$ cat config.mk
export PLATFORM = sky130hd
export DESIGN_NAME = wb_port_arbiter
export DESIGN_NICKNAME = d
export VERILOG_FILES = /design/src/rtl/wb_port_arbiter.sv
export SDC_FILE = /design/constraint.sdc
export NUM_CORES = 1
export LEC_CHECK = 0
export BUFFER_PORTS_ARGS = -buffer_cell sky130_fd_sc_hd__buf_2
export CAP_MARGIN = 10
export CORE_ASPECT_RATIO = 1.75
export CORE_MARGIN = 1
export CORE_UTILIZATION = 52
export CTS_BUF_LIST = sky130_fd_sc_hd__clkbuf_8 sky130_fd_sc_hd__clkbuf_16
export CTS_CLUSTER_SIZE = 12
export DETAILED_ROUTE_END_ITERATION = 6
export HOLD_SLACK_MARGIN = 0.05
export PLACE_DENSITY = 0.88
export SETUP_SLACK_MARGIN = 0.05
export SLEW_MARGIN = 0
export SYNTH_ARGS = -nofsm -noshare
export SYNTH_HDL_FRONTEND = slang
export SYNTH_SLANG_ARGS = --single-unit
$ cat constraint.sdc
create_clock -name clk -period 5 [get_ports clk]
set_input_delay 0.25 -clock clk [delete_from_list [all_inputs] [get_ports clk]]
set_output_delay 0.25 -clock clk [all_outputs]
set_load 0.005 [all_outputs]
$ cat src/rtl/wb_port_arbiter.sv
// Writeback port arbiter: shares the single register-file write port between
// the ALU path and the memory/long-latency path. Memory wins conflicts (older
// instruction) until the ALU has been blocked STARVE_LIMIT consecutive cycles,
// then the ALU wins once. Writes to x0 are accepted but never use the port.
module wb_port_arbiter #(
  parameter int DATA_WIDTH     = 32,
  parameter int REG_DATA_WIDTH = 5,
  parameter int STARVE_LIMIT   = 4,
  parameter int CNT_WIDTH      = 16
) (
  input  logic                      clk,
  input  logic                      rst,
  input  logic                      alu_valid,
  input  logic [REG_DATA_WIDTH-1:0] alu_rd,
  input  logic [DATA_WIDTH-1:0]     alu_data,
  output logic                      alu_ready,
  input  logic                      mem_valid,
  input  logic [REG_DATA_WIDTH-1:0] mem_rd,
  input  logic [DATA_WIDTH-1:0]     mem_data,
  output logic                      mem_ready,
  output logic                      RegWrite,
  output logic [REG_DATA_WIDTH-1:0] rd,
  output logic [DATA_WIDTH-1:0]     ALUout,
  output logic [CNT_WIDTH-1:0]      conflict_cnt
);

  // Starvation timer counts down from STARVE_LIMIT; zero means the ALU has
  // been blocked long enough and takes priority on the next conflict.
  localparam logic [3:0] STARVE_TC = 4'(STARVE_LIMIT);

  logic [3:0] starve_left;
  logic       alu_real;
  logic       mem_real;
  logic       alu_pri;
  logic       alu_grant;
  logic       mem_grant;

  // Same-cycle arbitration between real requests; x0 requests are acked freely.
  always_comb begin
    alu_real  = alu_valid && (alu_rd != '0);
    mem_real  = mem_valid && (mem_rd != '0);
    alu_pri   = (starve_left == 4'd0);
    alu_grant = 1'b0;
    mem_grant = 1'b0;
    if (!rst) begin
      alu_grant = alu_real && (!mem_real || alu_pri);
      mem_grant = mem_real && (!alu_real || !alu_pri);
    end
    alu_ready = !rst && ((alu_valid && (alu_rd == '0)) || alu_grant);
    mem_ready = !rst && ((mem_valid && (mem_rd == '0)) || mem_grant);
  end

  // Output register stage, starvation timer and conflict statistics.
  always_ff @(posedge clk) begin
    if (rst) begin
      RegWrite     <= 1'b0;
      rd           <= '0;
      ALUout       <= '0;
      starve_left  <= STARVE_TC;
      conflict_cnt <= '0;
    end else begin
      RegWrite <= alu_grant || mem_grant;
      if (alu_grant) begin
        rd     <= alu_rd;
        ALUout <= alu_data;
      end else if (mem_grant) begin
        rd     <= mem_rd;
        ALUout <= mem_data;
      end

      // An accepted x0 ALU request leaves the timer untouched.
      if (!alu_valid || alu_grant) begin
        starve_left <= STARVE_TC;
      end else if (alu_real && (starve_left != 4'd0)) begin
        starve_left <= starve_left - 4'd1;
      end

      if (alu_real && mem_real) begin
        conflict_cnt <= conflict_cnt + 1'b1;
      end
    end
  end

endmodule

==> impl_metrics.toml, run 1 <==
[status]
status = "complete, no violations"

[power]
powerDensity_mw_per_mm2 = 300
leakagePower_uw = 0.00161
swShare_pct = 27.3
ir_drop_mv = 0.218
internal-power_uw = 862
total_power_uw = 1180
seqPwrFrac_pct = 42.8
p_switching_uw = 323
p_clk_share_pct = 40.7
combPwrFrac_pct = 16.5

[min_path]
min_path_type = "in -> reg"

[place]
port-buffer-count = 133
gp_congestion = 0.821
dpl.cell_count = 531
hpwlAfterDp_mm = 6.26
dpl_cell_area_mm2 = 0.00371

[global_route]
gr-usage-all-layers_pct = 31.6
grt_first_pass_wirelength_mm = 15.5
antenna_found_initial = 0
grt_max_degree = 50
grt_overflow_total = 0
grt_pass1_vias = 3305

[synthesis]
yosysTopAreaCell = "dfxtp_1"
synth.avg_cell_area_um2 = 8.70
synth_top_cell_area_share_pct = 37.3
ys_top_cells_by_count = "58 x dfxtp_1, 53 x a21oi_1, 34 x o21ai_0, 34 x o31ai_1, 32 x a32oi_1"
seq_area_frac_synth_pct = 37.3
synth_cell_type_count = 41
synthTopCellsByArea = "dfxtp_1 37%, a32oi_1 9.0%, a21oi_1 8.5%"
netlist_area_mm2 = 0.00311
syn_inst = 358
ys_warn_count = 0
async_reset_ff_share_pct = 0
yosys_most_used_dff = "dfxtp_1"
synth-edff-count = 0
yosysMostFrequentCell = "dfxtp_1"
ys_ff_latch = 58
syn-num-nets = 438

[timing]
fin_skew_ns = 0.0121
tightest_slew_ns = 1.23
rsz0062_at_grt = "no"
setup_tns_ns = 0
slew_headroom_pct = 18.2
slew_viol_final = 0
fmax_ghz = 0.390
hold_viol = 0
setup_violations = 0
finalCritPeriodShare_pct = 51.2
layout_min_cycle_time_ns = 2.56

[clocking]
clk_pin_slew_ns = 0.07
clockBufferDepth = 2
clock-sinks = 58
insertion_delay_ns = 0.34
cts_tree = "done"
cts_max_level = 3
cts_buffers = 9
cts_hold_buf = 0
ctsResizeCount = 0
cts_setup_buffers = 0
cts_root_buffer = "clkbuf_8"

[floorplanning]
placementRows = 36
dieArea_mm2 = 0.00631
die_w_um = 60.5
num_io_pins = 134
core-area_mm2 = 0.00568
dieHeight_um = 104
initial_core_util_pct = 54.9

[worst_setup_path]
crit_path_end_kind = "output port"
critPathMaxFanout = 48
crit_arrival_ns = 2.31
cp-start-kind = "input port"
worstPathRequired_ns = 4.75
crit_type = "in -> out"

[routing]
wl_per_cell_um = 17.8
vias_per_cell = 6.54
drtPass1Iterations = 5
drtIter0Drc = 331
routed-via-count = 3585
ant_nets = 0
routed_wirelength_mm = 9.76
drcViolationCount = 0

[layout]
final_util_pct = 69.5
fin_area_mm2 = 0.00395
area_delta_synth_final_pct = 26.7
layout-drive-gt1-share_pct = 37.1
n_fill_cell = 501
diodes = 0
nNetsFinal = 547
layout.cells.non_filler = 548

[job]
drv_cap = 0
[layout make-up]
cell class / count / area, um^2 / share of cell area (%)
sequential: 58 / 1160 / 29.4
multi-input combinational: 255 / 1740 / 44.1
timing repair buffer: 138 / 711 / 18.0
tap: 76 / 95.1 / 2.41
clock inverter: 6 / 81.3 / 2.06
clock buffer: 10 / 138 / 3.49
inverter: 5 / 18.8 / 0.476
[worst paths after layout]
path | from | cells after the start | slack [ns] | to
setup / recovery | mem_rd[1] | 6 | 2.44 | alu_ready
hold / removal | mem_data[1] | 3 | 0.16 | ALUout[1]$_SDFFE_PP0P_
setup reg to reg | starve_left[0]$_SDFFE_PP0P_ | 6 | 2.53 | rd[2]$_SDFFE_PP0P_
hold reg to reg | conflict_cnt[6]$_SDFFE_PP0P_ | 2 | 0.49 | conflict_cnt[6]$_SDFFE_PP0P_
[flip-flops by register name, indices dropped and copies added (netlist names)]
signal,count
ALUout,32
RegWrite,1
conflict_cnt,16
rd,5
starve_left,4
[power groups by stage]
stage	Combinational [uW]	Sequential, uW	Clock, uW
floorplan	111	517	0
global placement	186	516	0
detailed placement	191	516	0
CTS	192	507	485
global route	214	510	507
finish	196	508	482
[metal layers]
layer  wire (um)  vias to the layer above  track usage, %
li1            -                     1651               -
met1        3580                     1681            36.9
met2        5090                      216            51.8
met3         691                       37            7.71
met4         388                        0            15.4
met5           0                        -               0
[stage by stage]
step	setup WS (ns)	hold slack, ns
2_1_floorplan	3.17	0.404
3_3_place_gp	2.49	0.470
3_5_place_dp	2.40	0.490
4_1_cts	2.45	0.157
5_1_grt	2.30	0.163
6_report	2.44	0.164
[layout by cell type, fill, tap and decap left out, types with 4 or more instances in the layout]
cell and count:
a21oi_1 52, or4_1 11, clkbuf_8 10, nor3_1 5
o21ai_0 34, o31ai_1 34, buf_2 133, a32oi_1 32
o31ai_2 9, a311oi_1 5, nor2_1 6, o21ai_1 7
nand3_1 15, inv_1 6, buf_4 4, nand2_1 6
dfxtp_1 58
[kinds of logic (layout without fill, tap and decap cells)]
logic type | Yosys count | after routing | share of synthesized area (%)
AOI/OAI and AO/OA | 187 | 187 | 41.2
adders and majority gates | 2 | 2 | 0.804
buffers and inverters | 45 | 159 | 7.76
DFF | 58 | 58 | 37.3
muxes | 2 | 2 | 0.844
and+or+nand+nor | 64 | 64 | 12.1
[critical path, cell delays in order]
cell and delay [ns]:
buf_2 0.10, or4_4 0.60, o21ai_4 0.89, nor2_1 0.11
a21oi_1 0.20, buf_2 0.14
No activity file was read; power rests on OpenSTA's default activity.
==> run 2, diff against run 1 <==
--- a/config.mk
+++ b/config.mk
@@ -5,16 +5,17 @@
 export SDC_FILE = /design/constraint.sdc
 export NUM_CORES = 1
 export LEC_CHECK = 0
+export ABC_AREA = 1
 export BUFFER_PORTS_ARGS = -buffer_cell sky130_fd_sc_hd__buf_2
 export CAP_MARGIN = 10
 export CORE_ASPECT_RATIO = 1.75
 export CORE_MARGIN = 1
-export CORE_UTILIZATION = 52
+export CORE_UTILIZATION = 44
 export CTS_BUF_LIST = sky130_fd_sc_hd__clkbuf_8 sky130_fd_sc_hd__clkbuf_16
 export CTS_CLUSTER_SIZE = 12
 export DETAILED_ROUTE_END_ITERATION = 6
 export HOLD_SLACK_MARGIN = 0.05
-export PLACE_DENSITY = 0.88
+export PLACE_DENSITY = 0.79
 export SETUP_SLACK_MARGIN = 0.05
 export SLEW_MARGIN = 0
 export SYNTH_ARGS = -nofsm -noshare
==> constraint.sdc (replaced) <==
create_clock -name clk -period 2.15 [get_ports clk]
set_input_delay 0.1075 -clock clk [delete_from_list [all_inputs] [get_ports clk]]
set_output_delay 0.1075 -clock clk [all_outputs]
set_load 0.005 [all_outputs]
==> run 2 against run 1 <==
  * Synthesized area is 7.6% higher
  * Synthesized cell count up 41%
  * Clock power increased to 2.7 times the previous value
  * Sequential share of layout area decreased by 2.1 points
  * Via count grew 0.50%
  * Largest power group is now clock
==> impl_metrics.toml, run 2 <==
[worst_setup_path]
reg2reg_to = "conflict_cnt[14]$_SDFFE_PP0P_"
worstPathRequired_ns = 2.04
max_stage_delay_ns = 0.31
regToRegSetupSlack_ns = 0.45
reg2reg_depth = 10
critPathMaxFanout = 39
crit_type = "reg -> out"
crit_arrival_ns = 1.75
slowest_stage = "dfxtp_1"
path_cells = "inv_1 > ha_1 > nand3_2 > nand3_1 > nand2_2 > buf_12 > a21oi_1 > buf_2"
startpoint = "starve_left[0]$_SDFFE_PP0P_"
r2r_start = "conflict_cnt[0]$_SDFFE_PP0P_"
crit_path_end_kind = "output port"
cp-start-kind = "flop"

[routing]
vias_per_cell = 5.01
routed_wirelength_mm = 8.95
drtIter0Drc = 219
wl_per_cell_um = 12.4
drtPass1Iterations = 4
routed-via-count = 3603
ant_nets = 0
drcViolationCount = 0

[layout]
area_delta_synth_final_pct = 26.8
nNetsFinal = 709
registers.top_by_ff_count = "ALUout"
layout-drive-gt1-share_pct = 29.7
layout_common_cells = "133 x buf_2, 122 x nand2_1, 97 x inv_1"
final_util_pct = 58.3
final_common_cell = "buf_2"
layout.cells.non_filler = 719
reg_top3 = "ALUout (32), conflict_cnt (16), rd (5)"
largest_register_ffs = 32
diodes = 0

[clocking]
ctsResizeCount = 0
cts_max_level = 3
cts_buffers = 9
clock-sinks = 58
cts_hold_buf = 0
cts_tree = "done"
cts_setup_buffers = 0
clk_pin_slew_ns = 0.05
cts_root_buffer = "clkbuf_16"
clockBufferDepth = 2
insertion_delay_ns = 0.32

[power]
powerDensity_mw_per_mm2 = 675
leakagePower_uw = 0.00221
ir_drop_mv = 0.508

[timing]
layout_min_cycle_time_ns = 1.86
rsz0062_at_grt = "no"
hold_viol = 0
fin_skew_ns = 0.00725
finalCritPeriodShare_pct = 86.6
tightest_slew_ns = 0.634
slew_viol_final = 0
setup_violations = 0
hold_ws_ns = 0.118
slew_headroom_pct = 57.7
fmax_ghz = 0.537
setup_tns_ns = 0
worst_slack_ns = 0.288

[synthesis]
ys_ff_latch = 58
ys_warn_count = 0
synth_cell_type_count = 28
netlist_area_mm2 = 0.00335
yosys_most_used_dff = "dfxtp_1"
synthTopCellsByArea = "dfxtp_1 35%, nand2_1 14%, nand3_1 12%"
yosysTopAreaCell = "dfxtp_1"
synth-edff-count = 0
async_reset_ff_share_pct = 0
syn_inst = 506
ys_top_cells_by_count = "122 x nand2_1, 96 x inv_1, 77 x nand3_1"
synth.avg_cell_area_um2 = 6.62
syn-num-nets = 586
synth_top_cell_area_share_pct = 34.7
yosysMostFrequentCell = "nand2_1"
seq_area_frac_synth_pct = 34.7

[floorplanning]
initial_core_util_pct = 46.0
dieArea_mm2 = 0.00798
die_w_um = 68.0
placementRows = 41
dieHeight_um = 117
core-area_mm2 = 0.00728
num_io_pins = 134

[global_route]
grt_overflow_total = 0
gr-usage-all-layers_pct = 23.2
grt_first_pass_wirelength_mm = 14.4
grt_pass1_vias = 3283
antenna_found_initial = 0
grt_max_degree = 42

[place]
hpwlAfterDp_mm = 6.54
port-buffer-count = 133
gp_congestion = 0.886
dpl.cell_count = 704
dp_slack_ns = 0.491

[min_path]
min_to = "ALUout[22]$_SDFFE_PP0P_"
min_path_cells = 5
hp-start = "mem_data[22]"
min_path_type = "in -> reg"

[status]
status = "complete, no violations"

[job]
drv_cap = 0
[run 2: cell types whose count changed in the layout (fill, tap and decap cells not counted), moves of 13 or more]
cell,before,now
a32oi_1,32,0
inv_1,6,97
nand2_1,6,122
nand3_1,15,77
nand3_2,0,13
o21ai_0,34,4
o31ai_1,34,0
[run 2: cells by family (layout without fill, tap and decap cells)]
logic type	after synthesis	after routing	synth area share, %
adder cells (fa/ha/maj)	2	2	0.747
AND/OR/NAND/NOR	258	258	36.6
buffers and inverters	125	252	17.0
XOR/XNOR	1	1	0.261
AO/OA/AOI/OAI	62	62	10.8
flip-flops	58	58	34.7
[run 2: metrics by stage]
step | power, uW | area (um^2)
detailed placement | 1610 | 3980
CTS | 2900 | 4250
floorplan | 1460 | 3350
finish | 2870 | 4250
global route | 3010 | 4250
global placement | 1600 | 3980
[run 2: final cells by class]
class	instances	area, um^2
Timing Repair Buffer	138	716
Tap cell	86	108
Inverter	99	372
Clock inverter	4	18.8
Sequential cell	58	1160
Multi-Input combinational cell	323	1620
Clock buffer	11	253
Fill cell	699	3040
[run 2: metal layers]
metal / wire (um) / track usage [%] / vias to the layer above
met5: 0 / 0 / -
met4: 240 / 10.5 / 0
met3: 467 / 6.52 / 19
met2: 4880 / 39.9 / 100
met1: 3360 / 24.9 / 1650
li1: - / - / 1834
[run 2: worst max path at each step]
stage	to	slack [ns]	depth (start not counted)
finish	alu_ready	0.29	8
global route	alu_ready	0.19	8
CTS	alu_ready	0.27	8
detailed placement	ALUout[8]$_SDFFE_PP0P_	0.49	8
global placement	ALUout[23]$_SDFFE_PP0P_	0.53	8
floorplan	conflict_cnt[14]$_SDFFE_PP0P_	0.66	10
[run 2: worst max-delay path: cells and delay by family, from the launching register on]
kind | cells | cell delay [ns]
compound gates | 1 | 0.19
buf+inv | 3 | 0.38
fa+ha+maj | 1 | 0.21
simple gates | 3 | 0.34
flops | 1 | 0.31
[run 2: power by group]
group / internal (uW) / leakage [uW] / total [uW] / switching (uW)
clock: 823 / 0.000142 / 1280 / 457
sequential: 1130 / 0.000474 / 1160 / 31.4
combinational: 178 / 0.00159 / 428 / 250
total: 2130 / 0.00221 / 2870 / 738
